File: src/rtl/svmwin_score.sv
// Sums each WINCOLS-column detection window of the SVM partial-product stream plus bias and thresholds it.
// Optional SVMWIN_SATURATE_EN: clamp the window sum to 32 bits instead of wrapping.
module svmwin_score #(
  parameter int                 WINCOLS = 8,
  parameter int                 WPI     = 40,
  parameter logic signed [31:0] BIAS    = 0,
  parameter logic signed [31:0] THRESH  = 0
) (
  input  logic                    clk,
  input  logic                    reset,
  input  logic [31:0]             svm_data,
  input  logic                    dvi,
  output logic [31:0]             score,
  output logic                    detect,
  output logic [$clog2(WPI)-1:0]  win_index,
  output logic                    dvo,
  output logic                    row_done,
  output logic                    err
);
  localparam int CW = $clog2(WINCOLS);
  localparam int WW = $clog2(WPI);
  localparam int AW = 32 + CW + 1;

  typedef enum logic {IDLE, ACC} state_t;

  state_t                state, state_nx;
  logic [CW-1:0]         col;
  logic [WW-1:0]         win, win_cur;
  logic signed [AW-1:0]  acc, acc_base, data_ext, sum;
  logic [31:0]           sum_red;
  logic                  last_col, last_win;

  always_comb begin
    state_nx = state;
    case (state)
      IDLE:    if (dvi)  state_nx = ACC;
      ACC:     if (!dvi) state_nx = IDLE;
      default: state_nx = IDLE;
    endcase
  end

  // A word arriving in IDLE opens a burst, which always starts at window 0
  assign win_cur  = (state == IDLE) ? '0 : win;
  assign last_col = (col == CW'(WINCOLS - 1));
  assign last_win = (win_cur == WW'(WPI - 1));
  assign acc_base = (col == '0) ? {{(AW-32){BIAS[31]}}, BIAS} : acc;
  assign data_ext = {{(AW-32){svm_data[31]}}, svm_data};
  assign sum      = acc_base + data_ext;

`ifdef SVMWIN_SATURATE_EN
  localparam logic signed [AW-1:0] SAT_HI = {{(AW-31){1'b0}}, {31{1'b1}}};
  localparam logic signed [AW-1:0] SAT_LO = {{(AW-31){1'b1}}, {31{1'b0}}};
  always_comb begin
    sum_red = sum[31:0];
    if (sum > SAT_HI)      sum_red = 32'h7fff_ffff;
    else if (sum < SAT_LO) sum_red = 32'h8000_0000;
  end
`else
  assign sum_red = sum[31:0];
`endif

  always_ff @(posedge clk) begin
    if (reset) begin
      state     <= IDLE;
      col       <= '0;
      win       <= '0;
      acc       <= '0;
      score     <= '0;
      detect    <= 1'b0;
      win_index <= '0;
      dvo       <= 1'b0;
      row_done  <= 1'b0;
      err       <= 1'b0;
    end else begin
      state    <= state_nx;
      dvo      <= 1'b0;
      row_done <= 1'b0;
      err      <= 1'b0;
      if (dvi) begin
        if (last_col) begin
          col       <= '0;
          acc       <= sum;
          score     <= sum_red;
          detect    <= ($signed(sum_red) > THRESH);
          win_index <= win_cur;
          dvo       <= 1'b1;
          row_done  <= last_win;
          win       <= last_win ? '0 : win_cur + WW'(1);
        end else begin
          col <= col + CW'(1);
          acc <= sum;
          win <= win_cur;
        end
      end else begin
        // Burst ended: a partially accumulated window is dropped and flagged
        err <= (col != '0);
        col <= '0;
        acc <= '0;
      end
    end
  end
endmodule

File: config.mk
export PLATFORM = sky130hd
export DESIGN_NAME = svmwin_score
export DESIGN_NICKNAME = d
export VERILOG_FILES = /design/src/rtl/svmwin_score.sv
export SDC_FILE = /design/constraint.sdc
export NUM_CORES = 1
export LEC_CHECK = 0
export BUFFER_PORTS_ARGS = -buffer_cell sky130_fd_sc_hd__buf_2
export CORE_MARGIN = 1.5
export CORE_UTILIZATION = 33
export DETAILED_ROUTE_END_ITERATION = 16
export PLACE_DENSITY = 0.57
export SLEW_MARGIN = 10
export SYNTH_ARGS = -nofsm -noshare
export SYNTH_HDL_FRONTEND = slang
export SYNTH_SLANG_ARGS = --single-unit
File: constraint.sdc
create_clock -name clk -period 7.9 [get_ports clk]
set_clock_uncertainty 0.2 [all_clocks]
set_input_delay 0.395 -clock clk [delete_from_list [all_inputs] [get_ports clk]]
set_output_delay 0.395 -clock clk [all_outputs]
set_load 0.05 [all_outputs]
==> flow_metrics.py, run 1 <==
metrics = {
    "critical_path": {
        "cp-start-kind": "flop",
        "reg2reg_depth": 16,
        "timing.critical_path.slowest_cell_delay_ps": 430,
        "end_kind": "flop",
        "slowest_stage": "sky130_fd_sc_hd__fa_1",
        "regToRegSetupSlack_ps": 3520,
        "worst_ep_required_time_ps": 7910,
        "worstPathCellList": "inv_1 -> ha_1 -> nand2b_1 -> and2_1 -> ha_1 -> fa_1 -> a211oi_1 -> o21ai_1 -> a21boi_1 -> o31a_1 -> o21ai_1 -> xor2_1 -> nor4b_1 -> nand4_1 -> nor4b_2 -> a31oi_1",
        "worstPathArrival_ps": 4390,
        "crit_fanout": 18,
        "setup.worst_path.class": "flop to flop",
    },
    "cells_and_area": {
        "synthToLayoutAreaGrowth_pct": 16.5,
        "stdcell_count": 865,
        "fraction_of_final_layout_cells_sized_beyond_drive_strength_1_pct": 15.3,
        "num-nets-final": 747,
        "antenna-diode-count": 0,
        "final_cell_area_mm2": 0.00567,
    },
    "clocking": {
        "cts.root.buffer_cell": "sky130_fd_sc_hd__clkbuf_16",
        "cts_hold_buffers": 0,
        "cts.path.max_buffers": 2,
        "cts_num_sinks": 84,
        "htree_levels": 3,
        "post_cts_resize_count": 0,
        "insertion_delay_ps": 340,
        "tritoncts.num_buffers": 9,
        "post_cts.repair.setup_buffers": 0,
        "clkSlewWorstSetupHoldPaths_ps": 60,
        "cts_tree": "built",
    },
    "synth": {
        "synth_seq_area_share_pct": 34.6,
        "post-synth-top-area-fraction_pct": 34.6,
        "synth.area.top_cells": "sky130_fd_sc_hd__dfxtp_1, sky130_fd_sc_hd__ha_1, sky130_fd_sc_hd__nor2_1, sky130_fd_sc_hd__a21oi_1, sky130_fd_sc_hd__and2_1",
        "synth.largest_area_cell": "sky130_fd_sc_hd__dfxtp_1",
        "number_of_flops_mapped_to_enable_cells_by_yosys": 0,
        "post_synth_inst_count": 621,
        "synthDistinctLibCells": 62,
        "yosysWarningCount": 0,
        "ys.flop_type": "sky130_fd_sc_hd__dfxtp_1",
        "mappedNetlistArea_mm2": 0.00487,
        "synth_commonest_cells": "sky130_fd_sc_hd__nor2_1, sky130_fd_sc_hd__dfxtp_1, sky130_fd_sc_hd__a21oi_1",
        "ys_async_sr_fraction_pct": 0,
        "yosysMostFrequentCell": "sky130_fd_sc_hd__nor2_1",
        "mappedNetlistNets": 692,
        "synth.ff_latch_count": 84,
        "synth.avg_cell_area_um2": 7.84,
    },
    "global_routing": {
        "gr-total-overflow": 0,
        "number_of_global_route_vias_before_repair": 4239,
        "grt_start_max_net_pins": 56,
        "grt_util_all_layers_pct": 17.3,
        "grt_antenna_before_repair": 0,
        "first_pass_grt_wire_length_mm": 21.8,
    },
    "timing": {
        "timing.final.crit_share_pct": 55.4,
        "setup_ws_post_layout_ps": 3520,
        "max-slew-margin-rel_pct": 33.0,
        "final.hold.worst_slack_ps": 206,
        "grt_setup_unrepaired": "no",
        "number_of_failing_setup_endpoints_in_the_final_timing_report": 0,
        "timing.final.hold_violations": 0,
        "timing.final.crit_period_ps": 4380,
        "fin_setup_tns_ps": 0,
        "tightest_slew_ps": 1000,
        "timing.fmax_ghz": 0.228,
        "report.final.slew_viol_count": 0,
    },
    "placement": {
        "routabilityCongestion": 0.929,
        "placed_cells": 849,
        "postPlaceCellArea_mm2": 0.00536,
        "buffer_ports.inserted": 76,
        "dp_hpwl_mm": 10.0,
        "post-place-ws_ps": 3530,
    },
    "detailed_routing": {
        "detail_route.first_pass.iterations": 5,
        "dr_total_vias": 4523,
        "viasPerCell": 5.23,
        "route.detailed.drc": 0,
        "ant_nets": 0,
        "wl_per_cell_um": 15.5,
        "drt_first_iter_violations": 233,
        "wirelength_mm": 13.4,
    },
    "power_and_ir_drop": {
        "p_per_area_mw_per_mm2": 177,
        "power.static_leakage_nw": 2.47,
        "peakVddDrop_mv": 0.0900,
    },
    "die": {
        "dieWidth_um": 124,
        "initial_utilization_pct": 33.6,
        "core.rowCount": 44,
        "design.portCount": 77,
        "floorplan.die_area_mm2": 0.0155,
        "die_extent_in_y_um": 124,
        "core-area_mm2": 0.0145,
    },
    "flow_run": {
        "drv_cap": 0,
    },
    "status": {
        "run_status": "completed",
    },
    "hold_path": {
        "hold-path-cell-count": 3,
        "min_path_type": "input port to flop",
    },
}
-- worst max-delay path, delay by kind of cell (launching register included) --
| kind | cells | cell delay [ps] |
|---|---|---|
| buffers and inverters | 1 | 60 |
| AO/OA/AOI/OAI | 6 | 1180 |
| flip-flops | 1 | 320 |
| AND/OR/NAND/NOR | 5 | 1540 |
| adder cells (fa/ha/maj) | 3 | 770 |
| XOR/XNOR | 1 | 170 |
-- registers in the layout (all words and copies together) (netlist names) --
signal,flops
acc,32
score,32
win,6
win_index,6
col,3
detect,1
dvo,1
err,1
row_done,1
state,1
-- power breakdown --
group	switching, W	total, W	internal, W
Sequential	0.00000279	0.000436	0.000433
Clock	0.000180	0.000436	0.000256
Combinational	0.0000838	0.000131	0.0000474
Total	0.000267	0.00100	0.000737
-- layer usage --
layer	GRT usage, %	vias up	part of all wire [%]
met5	0	-	0
met3	2.53	23	4.6
met2	28.0	122	46
met1	23.7	2124	48
li1	-	2254	-
met4	5.75	0	1.8
-- layout by cell type (no fill, tap or decap), types with 4 or more instances in the layout --
cell,count
sky130_fd_sc_hd__nor2_1,98
sky130_fd_sc_hd__dfxtp_1,84
sky130_fd_sc_hd__buf_2,76
sky130_fd_sc_hd__a21oi_1,70
sky130_fd_sc_hd__nand2_1,64
sky130_fd_sc_hd__and2_1,46
sky130_fd_sc_hd__ha_1,35
sky130_fd_sc_hd__inv_1,16
sky130_fd_sc_hd__nand3_1,16
sky130_fd_sc_hd__xor2_1,14
sky130_fd_sc_hd__xnor2_1,13
sky130_fd_sc_hd__o21ai_0,10
sky130_fd_sc_hd__nand4_1,10
sky130_fd_sc_hd__o21ai_1,9
sky130_fd_sc_hd__a211oi_1,9
sky130_fd_sc_hd__o21bai_1,9
sky130_fd_sc_hd__clkbuf_16,9
sky130_fd_sc_hd__a21o_1,8
sky130_fd_sc_hd__nand2b_1,5
sky130_fd_sc_hd__o31ai_1,5
sky130_fd_sc_hd__nor3_1,4
sky130_fd_sc_hd__a211o_1,4
-- layout make-up --
| cell class | count | area, um2 |
|---|---|---|
| Fill cell | 1517 | 8810 |
| Multi-Input combinational cell | 487 | 2990 |
| Sequential cell | 84 | 1680 |
| Tap cell | 184 | 230 |
| Clock buffer | 10 | 239 |
| Clock inverter | 6 | 72.6 |
| Timing Repair Buffer | 78 | 395 |
| Inverter | 16 | 60.1 |
-- logic make-up after synthesis --
| kind of cell | count (synthesis) | share of synthesized area, % |
|---|---|---|
| AO/OA/AOI/OAI | 152 | 19.5 |
| XOR/XNOR | 27 | 4.86 |
| adder cells (fa/ha/maj) | 36 | 9.41 |
| buffers and inverters | 50 | 4.09 |
| flip-flops | 84 | 34.6 |
| multiplexers | 3 | 0.643 |
| AND/OR/NAND/NOR | 269 | 27.0 |
-- path summary, 6_finish.rpt --
kind	from	end
hold / removal	dvi	win[2]$_SDFFE_PP0P_
hold reg to reg	score[17]$_SDFFE_PP0P_	score[17]$_SDFFE_PP0P_
setup reg to reg	col[0]$_SDFF_PP0_	detect$_SDFFE_PP0P_
setup / recovery	col[0]$_SDFF_PP0_	detect$_SDFFE_PP0P_
-- through the flow --
stage / util [%] / power (W)
6_report: 39.1 / 0.00100
5_1_grt: 39.1 / 0.00104
4_1_cts: 39.1 / 0.00101
3_5_place_dp: 37.0 / 0.000575
3_3_place_gp: 37.0 / 0.000575
2_1_floorplan: - / 0.000536
(Power assumes the default switching activity.)
==> inputs of run 2 (changes only) <==
Settings changed: ABC_AREA from default to 1.
Clock period 7.9 ns to 4.1 ns, I/O delays scaled along.
==> flow_metrics.py, run 2 <==
metrics = {
    "timing": {
        "timing.final.crit_period_ps": 3470,
        "timing.final.crit_share_pct": 84.7,
        "fin_setup_tns_ps": 0,
        "timing.fmax_ghz": 0.288,
        "tightest_slew_ps": 1070,
        "max-slew-margin-rel_pct": 28.6,
        "number_of_failing_setup_endpoints_in_the_final_timing_report": 0,
        "grt_setup_unrepaired": "no",
        "report.final.slew_viol_count": 0,
        "timing.final.hold_violations": 0,
    },
    "clocking": {
        "cts_num_sinks": 84,
        "cts.path.max_buffers": 2,
        "insertion_delay_ps": 340,
        "cts_tree": "built",
        "tritoncts.num_buffers": 9,
        "cts.root.buffer_cell": "sky130_fd_sc_hd__clkbuf_16",
        "htree_levels": 3,
        "clkSlewWorstSetupHoldPaths_ps": 70,
    },
    "global_routing": {
        "met3_usage_pct": 2.72,
        "grt_util_all_layers_pct": 18.7,
        "first_pass_grt_wire_length_mm": 26.4,
        "grtUsageMet1_pct": 26.5,
        "grt_start_max_net_pins": 72,
        "gr-total-overflow": 0,
        "number_of_global_route_vias_before_repair": 5332,
        "grt.busiest_layer": "met2",
        "groute.layer.met2.usage_pct": 29.5,
        "grt_antenna_before_repair": 0,
    },
    "detailed_routing": {
        "wirelength_mm": 16.2,
        "drt_first_iter_violations": 343,
        "wl_per_cell_um": 13.1,
        "ant_nets": 0,
        "route.detailed.drc": 0,
        "dr_total_vias": 5593,
        "viasPerCell": 4.51,
        "detail_route.first_pass.iterations": 5,
    },
    "critical_path": {
        "critical_path_depth": 20,
        "path_common_cell": "sky130_fd_sc_hd__nand2_1",
        "timing.critical_path.slowest_cell_delay_ps": 450,
        "regToRegSetupSlack_ps": 630,
        "slowest_stage": "sky130_fd_sc_hd__fa_1",
        "end_kind": "flop",
        "setup.worst_path.class": "flop to flop",
        "number_of_buffer_and_inverter_stages_on_the_critical_path": 3,
        "cp-start-kind": "flop",
        "reg2reg_depth": 20,
        "worst_ep_required_time_ps": 4130,
        "crit_fanout": 11,
        "worstPathArrival_ps": 3500,
        "worstPathCellList": "inv_1 -> ha_1 -> inv_1 -> nor2_4 -> buf_4 -> nor2_1 -> ha_1 -> fa_1 -> nand2_1 -> nand2_1 -> nand3_1 -> nand2_1 -> nand3_1 -> nand4_1 -> nand2_1 -> nand2_1 -> nor2_1 -> nand3_1 -> o21ai_1 -> a21oi_1",
        "crit_family": "simple AND/OR/NAND/NOR gates",
    },
    "cells_and_area": {
        "fraction_of_final_layout_cells_sized_beyond_drive_strength_1_pct": 12.0,
        "filler_cell_count": 1852,
        "area_taken_by_multi_input_logic_gates_mm2": 0.00315,
        "synthToLayoutAreaGrowth_pct": 16.8,
        "final-seq-area_mm2": 0.00168,
        "final_cell_mix": "sky130_fd_sc_hd__nand2_1, sky130_fd_sc_hd__inv_1, sky130_fd_sc_hd__nor2_1",
        "final_common_cell": "sky130_fd_sc_hd__nand2_1",
        "num-nets-final": 1085,
        "layout_top_registers": "acc: 32 flops, score: 32 flops",
        "stdcell_count": 1239,
        "antenna-diode-count": 0,
    },
    "placement": {
        "buffer_ports.inserted": 76,
        "dp_hpwl_mm": 13.2,
        "placed_cells": 1221,
        "routabilityCongestion": 0.891,
    },
    "synth": {
        "ys_async_sr_fraction_pct": 0,
        "synth_seq_area_share_pct": 29.7,
        "ys.flop_type": "sky130_fd_sc_hd__dfxtp_1",
        "synth.largest_area_cell": "sky130_fd_sc_hd__dfxtp_1",
        "synthDistinctLibCells": 35,
        "synth.area.top_cells": "sky130_fd_sc_hd__dfxtp_1, sky130_fd_sc_hd__nand2_1, sky130_fd_sc_hd__inv_1, sky130_fd_sc_hd__nor2_1, sky130_fd_sc_hd__ha_1",
        "post_synth_inst_count": 938,
        "synth.avg_cell_area_um2": 6.04,
        "number_of_flops_mapped_to_enable_cells_by_yosys": 0,
        "post-synth-top-area-fraction_pct": 29.7,
        "mappedNetlistArea_mm2": 0.00567,
        "mappedNetlistNets": 1009,
        "yosysWarningCount": 0,
        "yosysMostFrequentCell": "sky130_fd_sc_hd__nand2_1",
        "synth.ff_latch_count": 84,
        "synth_commonest_cells": "sky130_fd_sc_hd__nand2_1, sky130_fd_sc_hd__inv_1, sky130_fd_sc_hd__nor2_1",
    },
    "die": {
        "core-area_mm2": 0.0167,
        "dieWidth_um": 134,
        "design.portCount": 77,
        "floorplan.die_area_mm2": 0.0180,
        "die_extent_in_y_um": 134,
        "initial_utilization_pct": 33.9,
        "core.rowCount": 47,
    },
    "power_and_ir_drop": {
        "peakVddDrop_mv": 0.214,
        "p_per_area_mw_per_mm2": 291,
        "power.static_leakage_nw": 3.77,
    },
    "status": {
        "run_status": "completed",
    },
    "hold_path": {
        "min_path_type": "input port to flop",
        "hold-path-cell-count": 4,
    },
    "flow_run": {
        "drv_cap": 0,
    },
}
==> run 2: cell count changes after synthesis, sizes merged, moves of 9 or more <==
cell | before | now
a211oi | 10 | 0
a21oi | 72 | 29
and2 | 46 | 0
clkbuf | 24 | 15
inv | 16 | 207
nand2 | 65 | 301
nand3 | 16 | 44
nor2 | 98 | 125
o211ai | 0 | 28
xnor2 | 13 | 2
xor2 | 14 | 4
==> run 2: worst paths after layout <==
check	startpoint	to
min	svm_data[0]	acc[0]$_SDFF_PP0_
max reg2reg	col[0]$_SDFF_PP0_	detect$_SDFFE_PP0P_
max	col[0]$_SDFF_PP0_	detect$_SDFFE_PP0P_
min reg2reg	col[0]$_SDFF_PP0_	col[0]$_SDFF_PP0_
==> run 2: metrics by stage <==
| step | total power (W) | cell area [um2] | util (%) | hold WS (ps) | setup slack (ps) |
|---|---|---|---|---|---|
| 6_report | 0.00193 | 6620 | 39.6 | 65.8 | 628 |
| 5_1_grt | 0.00202 | 6620 | 39.6 | 113 | 229 |
| 4_1_cts | 0.00194 | 6610 | 39.6 | 66.2 | 322 |
| 3_5_place_dp | 0.00114 | 6300 | 37.8 | 238 | 322 |
| 3_3_place_gp | 0.00114 | 6300 | 37.8 | 233 | 408 |
| 2_1_floorplan | 0.00105 | 5670 | - | 74.1 | 1030 |
==> run 2: cell type report <==
class                           count  share of cell area [%]
Multi-Input combinational cell    629                    47.5
Sequential cell                    84                    25.4
Inverter                          207                    11.7
Timing Repair Buffer               83                    6.81
Tap cell                          220                    4.16
Clock buffer                       13                    3.63
Clock inverter                      3                   0.718
==> run 2: tightest hold or removal path, delay by kind of cell <==
kind,cells,cell delay (ps)
and+or+nand+nor,1,90
adders and majority gates,1,120
buffers and inverters,2,150
==> run 2: power by group <==
group          leakage, nW  total (W)  switching (W)  internal [W]
Sequential           0.682   0.000840     0.00000610      0.000834
Clock                0.138   0.000799       0.000324      0.000475
Combinational         2.95   0.000288       0.000196     0.0000922
==> run 2: kinds of logic after synthesis <==
| group | after synthesis | share of synthesized area, % |
|---|---|---|
| xor+xnor | 6 | 0.928 |
| flops | 84 | 29.7 |
| fa+ha+maj | 36 | 8.08 |
| simple gates | 502 | 37.4 |
| buf+inv | 225 | 14.9 |
| compound gates | 85 | 8.99 |
==> run 2: what timing repair did <==
action | CTS | global route
hold endpoints to repair | 3 | 0
hold buffers | 2 | 0
setup endpoints to repair | 0 | 1
buffers inserted | 0 | 0
resized for setup | 0 | 1
==> run 2: layer usage <==
metal  vias up  routed length [um]
met5         -                   0
met2       115                6950
met1      2452                8210
met4         0                 254
met3        15                 777
li1       3011                   -
==> inputs of run 3 (changes only) <==
Settings changed: ABC_AREA 1 to 0, PLACE_DENSITY 0.57 to 0.59.
Clock period 4.1 ns to 3 ns, I/O delays scaled along.
==> flow_metrics.py, run 3 (synthesis gave the netlist of run 1 again) <==
metrics = {
    "clocking": {
        "insertion_delay_ps": 350,
        "cts_tree": "built",
        "clkSlewWorstSetupHoldPaths_ps": 70,
        "tritoncts.num_buffers": 9,
        "cts.path.max_buffers": 2,
        "cts.root.buffer_cell": "sky130_fd_sc_hd__clkbuf_16",
        "cts_num_sinks": 84,
        "htree_levels": 3,
    },
    "timing": {
        "tightest_slew_ps": 605,
        "timing.fmax_ghz": 0.288,
        "setup_ws_post_layout_ps": -472,
        "grt_setup_unrepaired": "yes",
        "timing.final.hold_violations": 0,
        "timing.final.crit_share_pct": 116,
        "number_of_failing_setup_endpoints_in_the_final_timing_report": 26,
        "final.hold.worst_slack_ps": 31.2,
        "timing.final.crit_period_ps": 3470,
        "max-slew-margin-rel_pct": 59.7,
        "report.final.slew_viol_count": 0,
    },
    "global_routing": {
        "grt_start_max_net_pins": 55,
        "first_pass_grt_wire_length_mm": 25.6,
        "gr-total-overflow": 0,
        "number_of_global_route_vias_before_repair": 5110,
        "grt_antenna_before_repair": 0,
        "grt_util_all_layers_pct": 20.4,
    },
    "critical_path": {
        "crit_fanout": 12,
        "crit_family": "compound AO/OA/AOI/OAI gates",
        "reg2reg_to": "detect$_SDFFE_PP0P_",
        "worstPathArrival_ps": 3510,
        "cp-start-kind": "flop",
        "timing.critical_path.slowest_cell_delay_ps": 420,
        "worstReg2RegStart": "col[1]$_SDFF_PP0_",
        "worst_ep_required_time_ps": 3040,
        "number_of_buffer_and_inverter_stages_on_the_critical_path": 3,
        "path_common_cell": "sky130_fd_sc_hd__o21ai_2",
        "slowest_stage": "sky130_fd_sc_hd__fa_2",
        "setup.worst_path.class": "flop to flop",
        "end_kind": "flop",
        "reg2reg_depth": 17,
        "regToRegSetupSlack_ps": -470,
        "worstPathCellList": "inv_2 -> ha_4 -> nand2b_4 -> buf_12 -> and2_4 -> fa_2 -> a211oi_2 -> o21ai_2 -> nand2_2 -> a21oi_4 -> o21ai_2 -> a211o_1 -> a21oi_2 -> o31ai_2 -> xor2_1 -> buf_4 -> a31oi_1",
        "crit_path_start": "col[1]$_SDFF_PP0_",
    },
    "die": {
        "floorplan.die_area_mm2": 0.0155,
        "initial_utilization_pct": 33.6,
        "dieWidth_um": 124,
        "design.portCount": 77,
        "core-area_mm2": 0.0145,
        "core.rowCount": 44,
        "die_extent_in_y_um": 124,
    },
    "power_and_ir_drop": {
        "share_comb_of_total_power_pct": 20.8,
        "p_sw_share_pct": 26.9,
        "p_per_area_mw_per_mm2": 395,
        "totalPowerFinal_w": 0.00299,
        "peakVddDrop_mv": 0.304,
        "clock_power_share_pct": 40.8,
        "internal_power_w": 0.00219,
        "power.static_leakage_nw": 3.31,
        "p_sw_w": 0.000804,
        "p_seq_share_pct": 38.4,
    },
    "placement": {
        "dp_hpwl_mm": 11.6,
        "routabilityCongestion": 0.914,
        "postPlaceCellArea_mm2": 0.00642,
        "buffer_ports.inserted": 76,
    },
    "status": {
        "run_status": "finished with violations",
        "failed_checks": "setup timing",
    },
    "hold_path": {
        "startpoint_of_the_tightest_hold_check_path": "svm_data[0]",
        "timing.hold.worst_endpoint": "acc[0]$_SDFF_PP0_",
        "hold-path-cell-count": 4,
        "min_path_type": "input port to flop",
    },
    "detailed_routing": {
        "drt_first_iter_violations": 306,
        "route.detailed.drc": 0,
        "wirelength_mm": 16.0,
        "ant_nets": 0,
        "detail_route.first_pass.iterations": 5,
        "viasPerCell": 5.11,
        "dr_total_vias": 5163,
        "wl_per_cell_um": 15.9,
    },
    "flow_run": {
        "drv_cap": 0,
    },
    "cells_and_area": {
        "num-nets-final": 892,
        "final_common_cell": "sky130_fd_sc_hd__buf_4",
        "synthToLayoutAreaGrowth_pct": 55.8,
        "antenna-diode-count": 0,
        "final_cell_mix": "sky130_fd_sc_hd__buf_4, sky130_fd_sc_hd__nor2_1, sky130_fd_sc_hd__dfxtp_1",
        "layout_top_registers": "acc: 32 flops, score: 32 flops",
        "final_cell_area_mm2": 0.00758,
        "filler_cell_count": 1328,
        "fraction_of_final_layout_cells_sized_beyond_drive_strength_1_pct": 43.8,
    },
}
==> run 3: cell types whose count changed in the layout (fill, tap and decap cells not counted), sizes merged, moves of 11 or more <==
cell | before | now
xnor2 | 2 | 13
nor2 | 125 | 98
nand3 | 44 | 16
and2 | 0 | 46
buf | 81 | 222
o211ai | 28 | 0
nand2 | 301 | 65
inv | 207 | 17
a21oi | 29 | 72
==> run 3: layout make-up <==
class                   instances  area, um2  share of cell area (%)
flip-flops and latches         84       1680                    22.2
clock buffers                  11        233                    3.07
inverters                      16       60.1                   0.792
clock inverters                 5       85.1                    1.12
well taps                     184        230                    3.04
repair buffers                223       1530                    20.2
multi-input cells             487       3760                    49.5
==> run 3: layer usage <==
metal	track usage (%)	up-vias	routed length [um]
met4	7.51	0	349
li1	-	2543	-
met3	3.09	27	600
met5	0	-	0
met2	33.8	123	7730
met1	27.0	2470	7330
==> run 3: worst reg2reg max path, delay by kind of cell (launching register included) <==
| kind | cells | cell delay, ps |
|---|---|---|
| AO/OA/AOI/OAI | 8 | 1190 |
| XOR/XNOR | 1 | 270 |
| adder cells (fa/ha/maj) | 2 | 550 |
| buffers and inverters | 3 | 390 |
| flip-flops | 1 | 330 |
| AND/OR/NAND/NOR | 3 | 410 |
==> run 3: stage by stage <==
stage               setup TNS (ps)  instances  util (%)  setup slack, ps
global placement             -8300        978      44.4             -530
floorplan                     -711        621         -             -379
CTS                          -6260       1002      49.9             -442
detailed placement           -9360        978      44.4             -569
global route                -10810       1010      52.4             -617
finish                       -6460       1010      52.4             -472
==> run 3: how the worst max path moves through the flow <==
stage	endpoint	slack [ps]	cells after the start
after floorplan	detect$_SDFFE_PP0P_	-380	17
after global placement	detect$_SDFFE_PP0P_	-530	17
after detailed placement	detect$_SDFFE_PP0P_	-570	17
after CTS	detect$_SDFFE_PP0P_	-440	16
after global routing	score[30]$_SDFFE_PP0P_	-620	19
final	detect$_SDFFE_PP0P_	-470	17
==> run 3: repair_timing <==
action | in CTS | in global routing
pin swaps | 35 | 23
hold buffers | 1 | 0
gates resized for setup | 72 | 52
setup endpoints to repair | 33 | 40
buffers inserted | 7 | 8
hold endpoints to repair | 1 | 0
==> run 3: power groups by stage <==
| stage | Combinational [W] | Clock (W) | Sequential (W) |
|---|---|---|---|
| after floorplan | 0.000249 | 0 | 0.00117 |
| after global routing | 0.000669 | 0.00129 | 0.00115 |
| final | 0.000622 | 0.00122 | 0.00115 |
| after global placement | 0.000504 | 0 | 0.00117 |
| after CTS | 0.000570 | 0.00124 | 0.00115 |
| after detailed placement | 0.000506 | 0 | 0.00117 |
